--- src/rtl/mmio_rd_req_scheduler.sv ---
// MMIO read-request scheduler: buffers decoded read requests, issues them under an
// outstanding-read allowance, and watches the oldest outstanding read for a timeout.
module mmio_rd_req_scheduler #(
  parameter int FIFO_DEPTH       = 4,
  parameter int READ_ALLOWANCE   = 1,
  parameter int TAG_WIDTH        = 10,
  parameter int LOWER_ADDR_WIDTH = 7,
  parameter int TIMEOUT_CYCLES   = 4096
) (
  input  logic                        clk,
  input  logic                        rst_n,
  input  logic                        in_rd_valid,
  output logic                        in_rd_ready,
  input  logic [TAG_WIDTH-1:0]        in_rd_tag,
  input  logic [1:0]                  in_rd_length,
  input  logic [15:0]                 in_rd_req_id,
  input  logic [LOWER_ADDR_WIDTH-1:0] in_rd_lower_addr,
  input  logic [2:0]                  in_rd_attr,
  input  logic [2:0]                  in_rd_tc,
  output logic                        o_tlp_rd,
  output logic [TAG_WIDTH-1:0]        o_tlp_rd_tag,
  output logic [1:0]                  o_tlp_rd_length,
  output logic [15:0]                 o_tlp_rd_req_id,
  output logic [LOWER_ADDR_WIDTH-1:0] o_tlp_rd_lower_addr,
  output logic [2:0]                  o_tlp_attr,
  output logic [2:0]                  o_tlp_tc,
  input  logic                        i_cpl_done,
  output logic                        o_fake_rsp_req,
  output logic [3:0]                  o_outstanding,
  output logic                        o_cpl_err
);

  // state     | meaning
  // T_IDLE    | nothing outstanding, timer cleared
  // T_COUNT   | timing the oldest outstanding read
  // T_EXPIRED | fake completion requested, waiting for the bridge's completion
  localparam logic [1:0] T_IDLE    = 2'd0;
  localparam logic [1:0] T_COUNT   = 2'd1;
  localparam logic [1:0] T_EXPIRED = 2'd2;

  localparam int AW = $clog2(FIFO_DEPTH);
  localparam int CW = AW + 1;
  localparam int TW = $clog2(TIMEOUT_CYCLES);
  localparam int DW = TAG_WIDTH + 2 + 16 + LOWER_ADDR_WIDTH + 3 + 3;
  localparam logic [TW-1:0] TMAX = TW'(TIMEOUT_CYCLES - 1);

  logic [DW-1:0] mem_q [FIFO_DEPTH];
  logic [AW-1:0] wr_ptr_q, wr_ptr_d, rd_ptr_q, rd_ptr_d;
  logic [CW-1:0] count_q, count_d;
  logic [DW-1:0] dout_q, dout_d;
  logic          rd_q;
  logic [3:0]    out_q, out_d;
  logic          err_q, err_d;
  logic [1:0]    state_q, state_d;
  logic [TW-1:0] timer_q, timer_d;
  logic          fake_q, fake_d;
  logic          push, pop, dec;

  assign in_rd_ready = count_q < CW'(FIFO_DEPTH);
  assign push        = in_rd_valid && in_rd_ready;
  assign pop         = (count_q != '0) && (out_q < 4'(READ_ALLOWANCE));
  // A completion with nothing outstanding is an error and must not underflow the count.
  assign dec         = i_cpl_done && (out_q != 4'd0);

  always_ff @(posedge clk) begin
    if (push) mem_q[wr_ptr_q] <= {in_rd_tag, in_rd_length, in_rd_req_id,
                                  in_rd_lower_addr, in_rd_attr, in_rd_tc};
  end

  always_comb begin
    wr_ptr_d = push ? wr_ptr_q + AW'(1) : wr_ptr_q;
    rd_ptr_d = pop ? rd_ptr_q + AW'(1) : rd_ptr_q;
    count_d  = count_q + CW'(push) - CW'(pop);
    dout_d   = pop ? mem_q[rd_ptr_q] : dout_q;
    out_d    = out_q + 4'(pop) - 4'(dec);
    err_d    = err_q | (i_cpl_done && (out_q == 4'd0));
  end

  always_comb begin
    state_d = state_q;
    timer_d = timer_q;
    fake_d  = 1'b0;
    case (state_q)
      T_IDLE: begin
        timer_d = '0;
        if (out_d != 4'd0) state_d = T_COUNT;
      end
      T_COUNT: begin
        if (i_cpl_done) begin
          timer_d = '0;
          state_d = (out_d != 4'd0) ? T_COUNT : T_IDLE;
        end else if (timer_q == TMAX) begin
          fake_d  = 1'b1;
          state_d = T_EXPIRED;
        end else begin
          timer_d = timer_q + TW'(1);
        end
      end
      T_EXPIRED: begin
        if (i_cpl_done) begin
          timer_d = '0;
          state_d = (out_d != 4'd0) ? T_COUNT : T_IDLE;
        end
      end
      default: begin
        state_d = T_IDLE;
        timer_d = '0;
      end
    endcase
  end

  always_ff @(posedge clk or negedge rst_n) begin
    if (!rst_n) begin
      wr_ptr_q <= '0;
      rd_ptr_q <= '0;
      count_q  <= '0;
      dout_q   <= '0;
      rd_q     <= 1'b0;
      out_q    <= 4'd0;
      err_q    <= 1'b0;
      state_q  <= T_IDLE;
      timer_q  <= '0;
      fake_q   <= 1'b0;
    end else begin
      wr_ptr_q <= wr_ptr_d;
      rd_ptr_q <= rd_ptr_d;
      count_q  <= count_d;
      dout_q   <= dout_d;
      rd_q     <= pop;
      out_q    <= out_d;
      err_q    <= err_d;
      state_q  <= state_d;
      timer_q  <= timer_d;
      fake_q   <= fake_d;
    end
  end

  assign {o_tlp_rd_tag, o_tlp_rd_length, o_tlp_rd_req_id,
          o_tlp_rd_lower_addr, o_tlp_attr, o_tlp_tc} = dout_q;
  assign o_tlp_rd       = rd_q;
  assign o_outstanding  = out_q;
  assign o_cpl_err      = err_q;
  assign o_fake_rsp_req = fake_q;

endmodule

--- config.mk ---
export PLATFORM = sky130hd
export DESIGN_NAME = mmio_rd_req_scheduler
export DESIGN_NICKNAME = d
export VERILOG_FILES = /design/src/rtl/mmio_rd_req_scheduler.sv
export SDC_FILE = /design/constraint.sdc
export NUM_CORES = 1
export LEC_CHECK = 0
export CAP_MARGIN = 20
export CORE_MARGIN = 5
export CORE_UTILIZATION = 35
export DETAILED_ROUTE_END_ITERATION = 6
export GPL_ROUTABILITY_DRIVEN = 0
export SLEW_MARGIN = 30
export SYNTH_ARGS = -nofsm -noshare
export SYNTH_HDL_FRONTEND = slang
export SYNTH_SLANG_ARGS = --single-unit
--- constraint.sdc ---
create_clock -name clk -period 4.3 [get_ports clk]
set_input_delay 0.43 -clock clk [delete_from_list [all_inputs] [get_ports clk]]
set_output_delay 0.43 -clock clk [all_outputs]
set_load 0.02 [all_outputs]
-- Word-level counts from Yosys, hierarchy flattened
Memory sizes are Yosys's and may differ from the RTL's. A register that Yosys moved wholly into a read port is not among the register bits.
Index checks and enable logic that the tools add are counted.
W data, S select, Z words.
- bits in registers: 28
- RAM bits: 164
- input bits: 45
- output and inout port bits: 49
- word-level logic and storage cells: 54
- memories: 1
- memory list (memory ; words ; width ; read ports ; clocked after Yosys merged registers in ; wr ports ; RTL line ; text):
    mem_q ; 4 ; 41 ; 1 ; 1 ; 1 ; 47 ; logic [DW-1:0] mem_q [FIFO_DEPTH];
- $add $sub $neg: 7
- magnitude comparators: 2
- equal/unequal tests: 7
- muxes and demuxes: 15
- bitwise gates (word level): 1
- reductions and logical operators: 12
- operators with widths (kind ; number):
    $mux W12 ; 3
    $pmux W12 S2 ; 1
    $add A12 B1 Y12 const B ; 1
    $eq A12 B12 Y1 const B ; 1
    $mux W2 ; 4
    $reduce_bool A4 Y1 ; 2
    $mux W1 ; 6
    $ne A3 B3 Y1 const B ; 2
    $pmux W2 S3 ; 1
    $add A2 B1 Y2 const B ; 2
    $add A4 B1 Y4 ; 1
    $logic_and A1 B1 Y1 ; 4
    $logic_not A4 Y1 ; 1
    $lt A4 B1 Y1 const B ; 1
    $ne A2 B2 Y1 const B ; 2
    $sub A4 B1 Y4 ; 1
    $add A3 B1 Y3 ; 1
    $lt A3 B3 Y1 const B ; 1
    $reduce_and A3 Y1 ; 1
    $reduce_bool A3 Y1 ; 1
    $sub A3 B1 Y3 ; 1
    $eq A2 B1 Y1 const B ; 1
    $eq A2 B2 Y1 const B ; 1
    $logic_not A2 Y1 ; 1
    3 further kinds ; 3

-- Longest topological paths before layout
- depth after elaboration: 8
- gate-level depth with buffers: 15
- mapped depth without buffers: 13

-- Worst setup path before layout
Ideal clock, no wire load.
- path kind: register to register
- start: register out_q[2], in the netlist o_outstanding[2]
- end: register state_q[0]
- setup time: 0.141 ns
- arrival: 2.802 ns
- required time: 4.159 ns
- path slack: 1.356 ns
- stages on the path, launching flop included: 16
- buffers on the path: 2
- period minus slack after synthesis: 2.944 ns
- cells stage by stage: dfrtp_1 > inv_1 > ha_1 > o21ai_0 > and3_1 > buf_6 > buf_8 > inv_1 > ha_1 > inv_1 > ha_1 > inv_1 > fa_1 > nand2b_1 > nor4b_1 > o32ai_1
- cells in the longest elaborated chain, start to end: 8
- elaborated cells between the ends (all ways): 13
- classes of those cells: add/sub (2); order compare (1); eq/ne (1); mux (4); reduce/logical (5)
- RTL lines (element ; RTL line ; text):
    from (decl) ; 52 ; logic [3:0] out_q, out_d;
    from (signal assigned) ; 130 ; out_q <= out_d;
    $lt A4 B1 Y1 * ; 61 ; assign pop = (count_q != '0) && (out_q < 4'(READ_ALLOWANCE));
    $logic_and A1 B1 Y1 * ; 61 ;
    net pop ; 57 ; logic push, pop, dec;
    $add A4 B1 Y4 * ; 75 ; out_d = out_q + 4'(pop) - 4'(dec);
    $sub A4 B1 Y4 * ; 75 ;
    $reduce_bool A4 Y1 * ; 86, 91, 102 ;
    $mux W1 ; 91, 102 ;
    $mux W2 (on tied branches) ; 100, 89 ;
    $pmux W2 S3 ; 83 ; case (state_q)
    to (signal assigned) ; 132 ; state_q <= state_d;
    to (decl) ; 54 ; logic [1:0] state_q, state_d;
The timed path passes the listed nets; every way through them passes the cells marked *. The select of a mux whose other input is x is not followed.
A chain may end at the register's enable or synchronous reset.

-- Final worst setup path
- start: register out_q[2], in the netlist o_outstanding[2]
- end: register state_q[0]
- cells in the longest elaborated chain, start to end: 8
- elaborated cells between the ends (all ways): 13
- classes of those cells: add/sub (2); order compare (1); eq/ne (1); mux (4); reduce/logical (5)
- RTL lines (element ; RTL line):
    $lt A4 B1 Y1 ; 61
    $logic_and A1 B1 Y1 ; 61
    $add A4 B1 Y4 ; 75
    $sub A4 B1 Y4 * ; 75
    $reduce_bool A4 Y1 * ; 86, 91, 102
    $mux W1 ; 91, 102
    $mux W2 (on tied branches) ; 100, 89
    $pmux W2 S3 ; 83
Mark *: on every way between the ends. The rest lies on a longest branch, timed or not. The select of a mux whose other input is x is not followed.

==> results.toml <==
[detailed_routing]
wire_per_inst_um = 19.4
drc = 0
wl_um = 18200
ant_nets = 0
viasPerCell = 4.95
dr_total_vias = 4649
drtIter0Drc = 277
drtPass1Iterations = 4

[final_layout]
multi_input_area_um2 = 2420
diodes = 0
num-fill-cells = 2260
layout-drive-gt1-share_pct = 24.0
layout.nets = 645
syn2layout_area_growth_pct = 22.9
seqCellArea_um2 = 6660

[timing]
finalCritPeriodShare_pct = 67.1
skew_ns = 0.0201
rsz0062_at_grt = "false"
setup_viol = 0
worstMarginPinSlew_ns = 0.887
final_max_slew_viol_count = 0
fin_hold_ws_ns = 0.470
finalHoldViolations = 0
max_freq_mhz = 347
period_minus_slack_ns = 2.89
slew_headroom_pct = 40.9
fin_tns_setup_ns = 0

[global_routing]
use_met2_pct = 20.3
grt_usage_pct = 12.2
grt_use_met1_pct = 16.0
grt_util_met3_pct = 3.82
grt_pass1_vias = 5279
grt_pass1_wl_um = 29700
antenna_found_initial = 2
grt_max_degree = 70
busiest_layer = "met2"
grt_overflow = 0

[synth]
ys_ff_latch = 233
synth_seq_area_share_pct = 71.6
async_flop_share_pct = 29.6
avgSynthCellArea_um2 = 19.7
syn_inst = 471
yosysUniqueCellTypes = 50
syn-num-nets = 531
yosysWarnings = 0
synthesis.area_um2 = 9280
synth_flop_cell = "edfxtp_1"
synth-edff-count = 164

[setup_path]
end_kind = "flop"
r2r_cells = 13
worstPathArrival_ns = 3.25
rr_startpoint = "o_outstanding[2]"
path_class = "flop to flop"
ff2ff_setup_slack_ns = 1.41
critPathMaxFanout = 3
crit_slowest_cell = "fa_1"
crit_path_frequent_cell = "inv_1"
r2r_end = "state_q[0]"
crit_family = "adder cells"
cpPeakStageDelay_ns = 0.50
setup.worst_path.start_class = "flop"
worstPathCellList = "inv_1 > ha_1 > o21ai_0 > and3_4 > inv_1 > ha_1 > inv_1 > ha_1 > inv_1 > fa_1 > nand2b_1 > nor4b_1 > o32ai_1"
critical_path_buf_inv_count = 4
cp.required_ns = 4.67

[pwr]
powerDensity_nw_per_um2 = 707
switchingPower_mw = 2.40
internal_power_mw = 5.66
swShare_pct = 29.8
power_frac_comb_pct = 34.1
seqPwrFrac_pct = 40.4
ir_worst_vdd_uv = 398
power.clock.fraction_pct = 25.5
p_leak_nw = 4.08

[clock_network]
cts_tree = "done"
clock_latency_ns = 0.53
root_buffer = "clkbuf_16"
cts_sinks = 233
cts_buffers = 25
ctsLongestPathBuffers = 3
clk_pin_slew_ns = 0.06
post_cts_resized = 0
htree_levels = 1

[floorplanning]
dieHeight_um = 173
dieArea_um2 = 29900
initial_core_util_pct = 35.6
rows = 59
io_pins = 94
die_width_um = 173
coreArea_um2 = 26100

[placed_design]
numPortBuffers = 93
hpwl_um = 11000

[min_path]
hold_end = "o_cpl_err"
hp-class = "flop to flop"
hold-path-cell-count = 1
min-delay-start = "o_cpl_err"

[run]
cap_violations = 0

[status]
status = "finished, final reports clean"
==> synth_stat cells, types with 4 or more instances <==
| master | count | area, um^2 |
|---|---|---|
| a21oi_1 | 11 | 55.1 |
| nand2b_1 | 4 | 25.0 |
| nor2_1 | 10 | 37.5 |
| inv_1 | 18 | 67.6 |
| buf_2 | 4 | 20.0 |
| and2_1 | 5 | 31.3 |
| mux2_4 | 37 | 556 |
| xnor2_1 | 7 | 61.3 |
| edfxtp_1 | 164 | 4920 |
| nor3_1 | 4 | 20.0 |
| nand2_1 | 7 | 26.3 |
| o31ai_1 | 4 | 30.0 |
| nand3_1 | 10 | 50.1 |
| mux2_2 | 4 | 45.0 |
| mux4_2 | 41 | 923 |
| o21ai_0 | 7 | 35.0 |
| clkbuf_1 | 7 | 26.3 |
| ha_1 | 13 | 163 |
| dfrtp_1 | 69 | 1730 |
==> worst max path at each step <==
stage | from | slack [ns] | endpoint | depth (start not counted)
2_1_floorplan | o_outstanding[2] | 1.36 | state_q[0] | 15
3_3_place_gp | i_cpl_done | 1.20 | state_q[0] | 10
3_5_place_dp | i_cpl_done | 0.99 | state_q[0] | 10
4_1_cts | o_outstanding[2] | 1.42 | state_q[0] | 13
5_1_grt | o_outstanding[2] | 1.27 | state_q[0] | 13
6_report | o_outstanding[2] | 1.41 | state_q[0] | 13
==> through the flow <==
stage / utilization [%] / setup WS (ns) / cells / power (mW) / area [um^2]
after floorplan: - / 1.36 / 471 / 5.14 / 9280
after global placement: 40.6 / 1.20 / 891 / 6.01 / 10600
after detailed placement: 40.6 / 0.991 / 891 / 6.08 / 10600
after CTS: 43.7 / 1.42 / 938 / 8.19 / 11400
after global routing: 43.8 / 1.27 / 939 / 8.52 / 11400
final: 43.8 / 1.41 / 939 / 8.07 / 11400
==> power groups by stage <==
| stage | combinational (mW) | sequential [mW] | clock [mW] |
|---|---|---|---|
| floorplan | 1.71 | 3.44 | 0 |
| global placement | 2.65 | 3.36 | 0 |
| detailed placement | 2.69 | 3.38 | 0 |
| CTS | 2.72 | 3.35 | 2.12 |
| global route | 2.97 | 3.33 | 2.22 |
| finish | 2.75 | 3.26 | 2.06 |
==> cell families (layout without fill, tap and decap cells) <==
logic type | Yosys count | after routing | synth area share, %
DFF | 233 | 233 | 71.6
and+or+nand+nor | 64 | 64 | 4.37
AOI/OAI and AO/OA | 33 | 33 | 2.26
buffers and inverters | 36 | 169 | 2.36
muxes | 83 | 83 | 16.5
xor gates and xnor gates | 7 | 7 | 0.660
adders and majority gates | 15 | 15 | 2.18
==> cell usage in the layout (no fill, tap or decap), types with 2 or more instances in the layout <==
| cell type | count |
|---|---|
| o21ai_0 | 7 |
| mux4_2 | 41 |
| nand4_4 | 2 |
| mux2_4 | 37 |
| a21o_1 | 2 |
| clkinv_2 | 2 |
| and3_4 | 2 |
| clkbuf_8 | 5 |
| nand2_1 | 7 |
| clkbuf_16 | 25 |
| o31ai_1 | 4 |
| inv_1 | 18 |
| ha_1 | 13 |
| or3_1 | 3 |
| nand3_1 | 10 |
| or4_1 | 3 |
| nor3_1 | 4 |
| xnor2_1 | 7 |
| nand4_1 | 2 |
| buf_4 | 10 |
| a21oi_1 | 11 |
| fa_1 | 2 |
| edfxtp_1 | 164 |
| clkbuf_1 | 8 |
| and2_2 | 4 |
| clkinv_1 | 3 |
| dfrtp_1 | 67 |
| nor2_1 | 10 |
| and2b_1 | 2 |
| nor4b_1 | 2 |
| nand2b_1 | 4 |
| clkdlybuf4s50_1 | 92 |
| mux2_2 | 4 |
==> flip-flops by register name, summed over array words and instances, names as in the netlist <==
| register | flops |
|---|---|
| o_cpl_err | 1 |
| count_q | 3 |
| timer_q | 12 |
| rd_ptr_q | 2 |
| dout_q | 41 |
| o_outstanding | 4 |
| o_fake_rsp_req | 1 |
| state_q | 2 |
| o_tlp_rd | 1 |
| mem_q | 164 |
| wr_ptr_q | 2 |
==> final cells by class <==
cell class / instances / area share [%]
clock buffers: 38 / 6.35
clock inverters: 8 / 0.691
inverters: 18 / 0.592
multi-input cells: 202 / 21.2
flip-flops and latches: 233 / 58.4
well taps: 335 / 3.67
repair buffers: 105 / 9.09
==> metal layers <==
metal / up-vias / part of all wire (%)
met5: - / 0.15
met1: 2428 / 43
met3: 35 / 6.3
met4: 4 / 2.0
met2: 101 / 49
li1: 2081 / -
==> what timing repair did <==
item                                   4_1_cts  5_1_grt
setup endpoints to repair                    0        0
setup buffers                                0        0
endpoints found under the hold margin       39        0
hold buffers                                 1        0
==> worst register-to-register path, cell delays in order (launching register included) <==
cell	delay [ns]
dfrtp_1	0.35
inv_1	0.07
ha_1	0.24
o21ai_0	0.11
and3_4	0.22
inv_1	0.06
ha_1	0.28
inv_1	0.06
ha_1	0.16
inv_1	0.06
fa_1	0.50
nand2b_1	0.08
nor4b_1	0.40
o32ai_1	0.14
Note: power is estimated with default switching activity, not from simulation.
